<file path="src/rtl/lsu_pkg.sv">
// lsu_pkg: funct3 codes, FSM states and size/alignment helpers for the load/store unit
package lsu_pkg;
   localparam logic [2:0] F3_B  = 3'b000;
   localparam logic [2:0] F3_H  = 3'b001;
   localparam logic [2:0] F3_W  = 3'b010;
   localparam logic [2:0] F3_D  = 3'b011;
   localparam logic [2:0] F3_BU = 3'b100;
   localparam logic [2:0] F3_HU = 3'b101;
   localparam logic [2:0] F3_WU = 3'b110;

   typedef enum logic [1:0] {IDLE, MREQ, MWAIT, RESP} state_t;

   function automatic logic [7:0] size_mask(input logic [2:0] funct3);
      return funct3[1:0] == 2'd0 ? 8'h01 : funct3[1:0] == 2'd1 ? 8'h03 :
             funct3[1:0] == 2'd2 ? 8'h0F : 8'hFF;
   endfunction

   // (1 << size) - 1 wraps to 3'b111 for doubles, giving the low-bit alignment mask
   function automatic logic misaligned(input logic [2:0] funct3, input logic [2:0] addr_lo);
      return |(addr_lo & ((3'd1 << funct3[1:0]) - 3'd1));
   endfunction
endpackage

</file>
<file path="src/rtl/lsu_align.sv">
// lsu_align: byte-lane steering for store data/mask and load extraction with extension
module lsu_align
   import lsu_pkg::*;
#(
   parameter int XLEN = 32
) (
   input  logic [2:0]                  funct3,
   input  logic [$clog2(XLEN/8)-1:0]   lane,
   input  logic [XLEN-1:0]             wdata,
   input  logic [XLEN-1:0]             rdata,
   output logic [XLEN/8-1:0]           wmask,
   output logic [XLEN-1:0]             wdata_sh,
   output logic [XLEN-1:0]             ldata
);
   localparam int STRB_W = XLEN / 8;
   logic [XLEN-1:0] sh;
   assign wmask    = STRB_W'(size_mask(funct3)) << lane;
   assign wdata_sh = wdata << {lane, 3'b000};
   assign sh       = rdata >> {lane, 3'b000};
   assign ldata    = funct3 == F3_B  ? XLEN'($signed(sh[7:0]))  :
                     funct3 == F3_H  ? XLEN'($signed(sh[15:0])) :
                     funct3 == F3_W  ? XLEN'($signed(sh[31:0])) :
                     funct3 == F3_BU ? XLEN'(sh[7:0])           :
                     funct3 == F3_HU ? XLEN'(sh[15:0])          :
                     funct3 == F3_WU ? XLEN'(sh[31:0])          : sh;
endmodule

</file>
<file path="src/rtl/load_store_unit.sv">
// load_store_unit: multi-cycle byte/half/word/double load/store with alignment checks and backpressure
module load_store_unit
   import lsu_pkg::*;
#(
   parameter int XLEN   = 32,
   parameter int ADDR_W = 32,
   parameter int STRB_W = XLEN / 8
) (
   input  logic              clk,
   input  logic              rst,
   input  logic              req_valid,
   output logic              req_ready,
   input  logic              req_we,
   input  logic [2:0]        req_funct3,
   input  logic [ADDR_W-1:0] req_addr,
   input  logic [XLEN-1:0]   req_wdata,
   output logic              resp_valid,
   input  logic              resp_ready,
   output logic [XLEN-1:0]   resp_rdata,
   output logic              resp_err,
   output logic              mem_req_valid,
   input  logic              mem_req_ready,
   output logic              mem_we,
   output logic [ADDR_W-1:0] mem_addr,
   output logic [XLEN-1:0]   mem_wdata,
   output logic [STRB_W-1:0] mem_wmask,
   input  logic              mem_resp_valid,
   input  logic [XLEN-1:0]   mem_rdata
);
   localparam int LW = $clog2(STRB_W);
   state_t state;
   logic [2:0] f3_q, f3;
   logic [LW-1:0] lane_q, lane;
   logic [STRB_W-1:0] wmask;
   logic [XLEN-1:0] wdata_sh, ldata;
   logic illegal, err;
   // the aligner sees the live request while idle and the latched one afterwards
   assign f3   = state == IDLE ? req_funct3 : f3_q;
   assign lane = state == IDLE ? req_addr[LW-1:0] : lane_q;
   assign illegal = req_we ? req_funct3[2] || (XLEN == 32 && req_funct3 == F3_D)
                           : req_funct3 == 3'b111 ||
                             (XLEN == 32 && (req_funct3 == F3_D || req_funct3 == F3_WU));
   assign err = illegal || misaligned(req_funct3, req_addr[2:0]);

   lsu_align #(.XLEN(XLEN)) u_align (
      .funct3(f3), .lane(lane), .wdata(req_wdata), .rdata(mem_rdata),
      .wmask(wmask), .wdata_sh(wdata_sh), .ldata(ldata)
   );

   always_ff @(posedge clk) begin
      if (rst) begin
         state         <= IDLE;
         f3_q          <= '0;
         lane_q        <= '0;
         req_ready     <= 1'b1;
         resp_valid    <= 1'b0;
         resp_err      <= 1'b0;
         resp_rdata    <= '0;
         mem_req_valid <= 1'b0;
         mem_we        <= 1'b0;
         mem_addr      <= '0;
         mem_wdata     <= '0;
         mem_wmask     <= '0;
      end else begin
         case (state)
            IDLE: if (req_valid) begin
               f3_q      <= req_funct3;
               lane_q    <= req_addr[LW-1:0];
               req_ready <= 1'b0;
               if (err) begin
                  state      <= RESP;
                  resp_valid <= 1'b1;
                  resp_err   <= 1'b1;
                  resp_rdata <= '0;
               end else begin
                  state         <= MREQ;
                  mem_req_valid <= 1'b1;
                  mem_we        <= req_we;
                  mem_addr      <= {req_addr[ADDR_W-1:LW], LW'(0)};
                  mem_wdata     <= wdata_sh;
                  mem_wmask     <= wmask;
               end
            end
            MREQ: if (mem_req_ready) begin
               state         <= MWAIT;
               mem_req_valid <= 1'b0;
            end
            MWAIT: if (mem_resp_valid) begin
               state      <= RESP;
               resp_valid <= 1'b1;
               resp_err   <= 1'b0;
               resp_rdata <= mem_we ? '0 : ldata;
            end
            RESP: if (resp_ready) begin
               state      <= IDLE;
               resp_valid <= 1'b0;
               req_ready  <= 1'b1;
            end
            default: state <= IDLE;
         endcase
      end
   end
endmodule

</file>
<file path="config.mk">
export PLATFORM = sky130hd
export DESIGN_NAME = load_store_unit
export DESIGN_NICKNAME = d
export VERILOG_FILES = /design/src/rtl/lsu_pkg.sv /design/src/rtl/lsu_align.sv /design/src/rtl/load_store_unit.sv
export SDC_FILE = /design/constraint.sdc
export NUM_CORES = 1
export LEC_CHECK = 0
export BUFFER_PORTS_ARGS = -buffer_cell sky130_fd_sc_hd__buf_4
export CORE_ASPECT_RATIO = 1.5
export CORE_MARGIN = 1.5
export CORE_UTILIZATION = 44
export DETAILED_ROUTE_END_ITERATION = 10
export PLACE_DENSITY = 0.75
export SLEW_MARGIN = 40
export SYNTH_ARGS = -nofsm -noshare
export SYNTH_HDL_FRONTEND = slang
export SYNTH_SLANG_ARGS = --single-unit
</file>
<file path="constraint.sdc">
create_clock -name clk -period 2.2 [get_ports clk]
set_input_delay 0.66 -clock clk [delete_from_list [all_inputs] [get_ports clk]]
set_output_delay 0.66 -clock clk [all_outputs]
set_load 0.01 [all_outputs]
</file>
==> results.sh <==
export IMPL_status="finished, final reports clean"
export IMPL_grt_pass1_vias=5496
export IMPL_grtUsageMet1_pct=29.4
export IMPL_ys_types=56
export IMPL_ios=211
export IMPL_initial_core_util_pct=45.2
export IMPL_grt_busiest_layer="met2"
export IMPL_holdWs_ns=0.457
export IMPL_grt_pass1_wl_um=27300
export IMPL_nets=990
export IMPL_required_ns=2.44
export IMPL_end_kind="flop"
export IMPL_cts_root_buffer="clkbuf_16"
export IMPL_fp_coreArea_um2=11500
export IMPL_final_max_slew_viol_count=0
export IMPL_layout_min_cycle_time_ns=2.13
export IMPL_vias=5697
export IMPL_cts_buffer_depth=2
export IMPL_area_delta_synth_final_pct=46.8
export IMPL_worstPathCellList="inv_2 -> ha_4 -> buf_12 -> mux2_4 -> xnor2_1 -> a222oi_1 -> nor4_2 -> buf_12 -> a211o_1"
export IMPL_chipHeight_um=136
export IMPL_worst_setup_path_type="flop to flop"
export IMPL_yosysSeqAreaShare_pct=42.2
export IMPL_drt_iter0_markers=421
export IMPL_cts_buffers=9
export IMPL_rsz0062_at_grt="true"
export IMPL_relSlewSlack_pct=63.3
export IMPL_irDropWorstVdd_mv=0.525
export IMPL_die_w_um=91.9
export IMPL_synth_most_common_cell="nand2_1"
export IMPL_yosysTopAreaCellShare_pct=42.2
export IMPL_ys_top_cells_by_area="dfxtp_1 42%, nand2_1 11%, a21oi_1 8.8%"
export IMPL_clk_pin_slew_ns=0.07
export IMPL_gp_congestion=0.918
export IMPL_die_area_um2=12500
export IMPL_rows=48
export IMPL_cp_start_kind="flop"
export IMPL_crit_path_frequent_cell="buf_12"
export IMPL_fin_crit_sh_pct=97.0
export IMPL_grt_usage_pct=27.7
export IMPL_insertion_delay_ns=0.35
export IMPL_wl_per_cell_um=17.0
export IMPL_synthCells=654
export IMPL_ys_warnings_count=0
export IMPL_hold_buffers=0
export IMPL_diodes=0
export IMPL_met2_usage_pct=51.2
export IMPL_ys_async_sr_fraction_pct=0
export IMPL_dr_pass1_iters=5
export IMPL_stdcell_area_um2=7650
export IMPL_drv_cap=0
export IMPL_grt_overflow=0
export IMPL_synth_cells_most_frequent="158 x nand2_1, 110 x dfxtp_1, 92 x a21oi_1"
export IMPL_grt_use_met3_pct=7.10
export IMPL_leakage_nw=3.46
export IMPL_place_area_um2=7320
export IMPL_port_buffers=208
export IMPL_ys_ff_latch=110
export IMPL_synth_ff_type="dfxtp_1"
export IMPL_drive_gt1_share_pct=35.1
export IMPL_cts_max_level=3
export IMPL_skew_ns=0.00718
export IMPL_vias_per_cell=5.50
export IMPL_ant_nets=0
export IMPL_dp_hpwl_um=13500
export IMPL_finalHoldViolCount=0
export IMPL_setup_viol=0
export IMPL_n_fill_cell=1004
export IMPL_antenna_found_initial=0
export IMPL_drc=0
export IMPL_cp_slowest_cell="dfxtp_1"
export IMPL_powerDensity_nw_per_um2=1060
export IMPL_netlist_area_um2=5210
export IMPL_cpPeakStageDelay_ns=0.35
export IMPL_synth_top_area_cell="dfxtp_1"
export IMPL_clock_sinks=110
export IMPL_worst_pin_slew_ns=0.545
export IMPL_grt_max_degree=73
export IMPL_min_path_type="flop to flop"
export IMPL_critPathMaxFanout=15
export IMPL_cts_tree="done"
export IMPL_cp_data_arrival_time_ns=2.37
export IMPL_fmax_mhz=469
export IMPL_synth_avg_cell_area_um2=7.97
export IMPL_synth_edff_count=0
export IMPL_wirelength_um=17600
==> repair_timing <==
action,CTS,global route
resized for setup,5,5
buffers inserted,0,2
setup endpoints to repair,25,21
pin swaps,2,1
==> kinds of logic after synthesis <==
family	Yosys count	share of synthesized area (%)
compound gates	164	20.5
xor+xnor	1	0.168
fa+ha+maj	4	0.960
buf+inv	60	5.04
flops	110	42.2
mux	28	7.08
other cells	1	0.0719
simple gates	286	24.0
==> power by group <==
| part | total (mW) | switching [mW] | internal (mW) |
|---|---|---|---|
| logic | 4.20 | 2.25 | 1.95 |
| clock network | 1.55 | 0.742 | 0.806 |
| registers | 2.39 | 0.151 | 2.24 |
| total | 8.14 | 3.15 | 4.99 |
==> critical path, delay by kind of cell, from the launching register on <==
kind | cells | cell delay (ns)
buf+inv | 3 | 0.36
xor+xnor | 1 | 0.14
simple gates | 1 | 0.10
compound gates | 2 | 0.54
mux | 1 | 0.33
fa+ha+maj | 1 | 0.18
flops | 1 | 0.35
==> area by class of cell <==
type                            count  area, um2  area share, %
Multi-Input combinational cell    485       2820           36.8
Sequential cell                   110       2200           28.8
Timing Repair Buffer              266       2130           27.9
Clock buffer                       12        246           3.22
Tap cell                          150        188           2.45
Clock inverter                      4       30.0          0.392
Inverter                            8       30.0          0.392
==> placed cells by master, fill, tap and decap left out, types with 2 or more instances in the layout <==
cell	netlist	routed
buf_4	3	255
nand2_1	158	158
dfxtp_1	110	109
a21oi_1	92	92
nor2_1	40	39
nand3_1	36	36
nor3_1	23	23
mux2i_1	16	16
a211oi_1	14	14
buf_12	0	11
a221o_1	10	10
clkbuf_16	0	9
inv_1	8	6
and3_1	7	6
a211o_1	6	6
mux4_2	5	5
nand2b_1	5	5
o21ai_0	6	5
a31oi_1	5	5
a32oi_1	4	4
a32o_1	4	4
a22o_1	4	4
mux2_4	1	3
nand3b_1	3	3
a21o_1	4	3
a22oi_1	5	3
ha_1	4	3
inv_2	0	2
nor2_4	0	2
mux2i_4	1	2
mux2_2	4	2
nor2b_1	2	2
a22oi_2	0	2
nor3b_1	2	2
conb_1	1	2
clkbuf_1	30	2
==> per-stage QoR <==
step / utilization, % / setup TNS [ns] / std cells / worst slack, ns / total power, mW
finish: 66.4 / 0 / 1035 / 0.0656 / 8.14
global route: 66.4 / -0.172 / 1035 / -0.0309 / 8.61
CTS: 66.0 / 0 / 1033 / 0.0144 / 8.08
detailed placement: 63.4 / -7.07 / 1017 / -0.179 / 6.48
global placement: 63.4 / -3.86 / 1017 / -0.164 / 6.41
floorplan: - / -0.595 / 655 / -0.0783 / 4.68
==> registers in the layout (all words and copies together) (netlist names) <==
register       flops
resp_valid         1
mem_req_valid      1
req_ready          1
f3_q               3
state              2
mem_addr          30
mem_wdata         32
mem_wmask          4
resp_rdata        32
mem_we             1
lane_q             2
resp_err           1
==> metal layers <==
layer	vias up	share of wire, %
met3	37	7.5
met1	2641	36
met2	269	54
met4	0	3.2
li1	2750	-
met5	-	0
==> worst paths after layout <==
path               start             end  slack (ns)  cells after the start
max             state[0]  resp_rdata[27]        0.07                      9
min          mem_addr[3]     mem_addr[3]        0.46                      2
max reg2reg     state[0]  resp_rdata[27]        0.07                      9
min reg2reg  mem_addr[3]     mem_addr[3]        0.46                      2
Note: power is estimated with default switching activity, not from simulation.
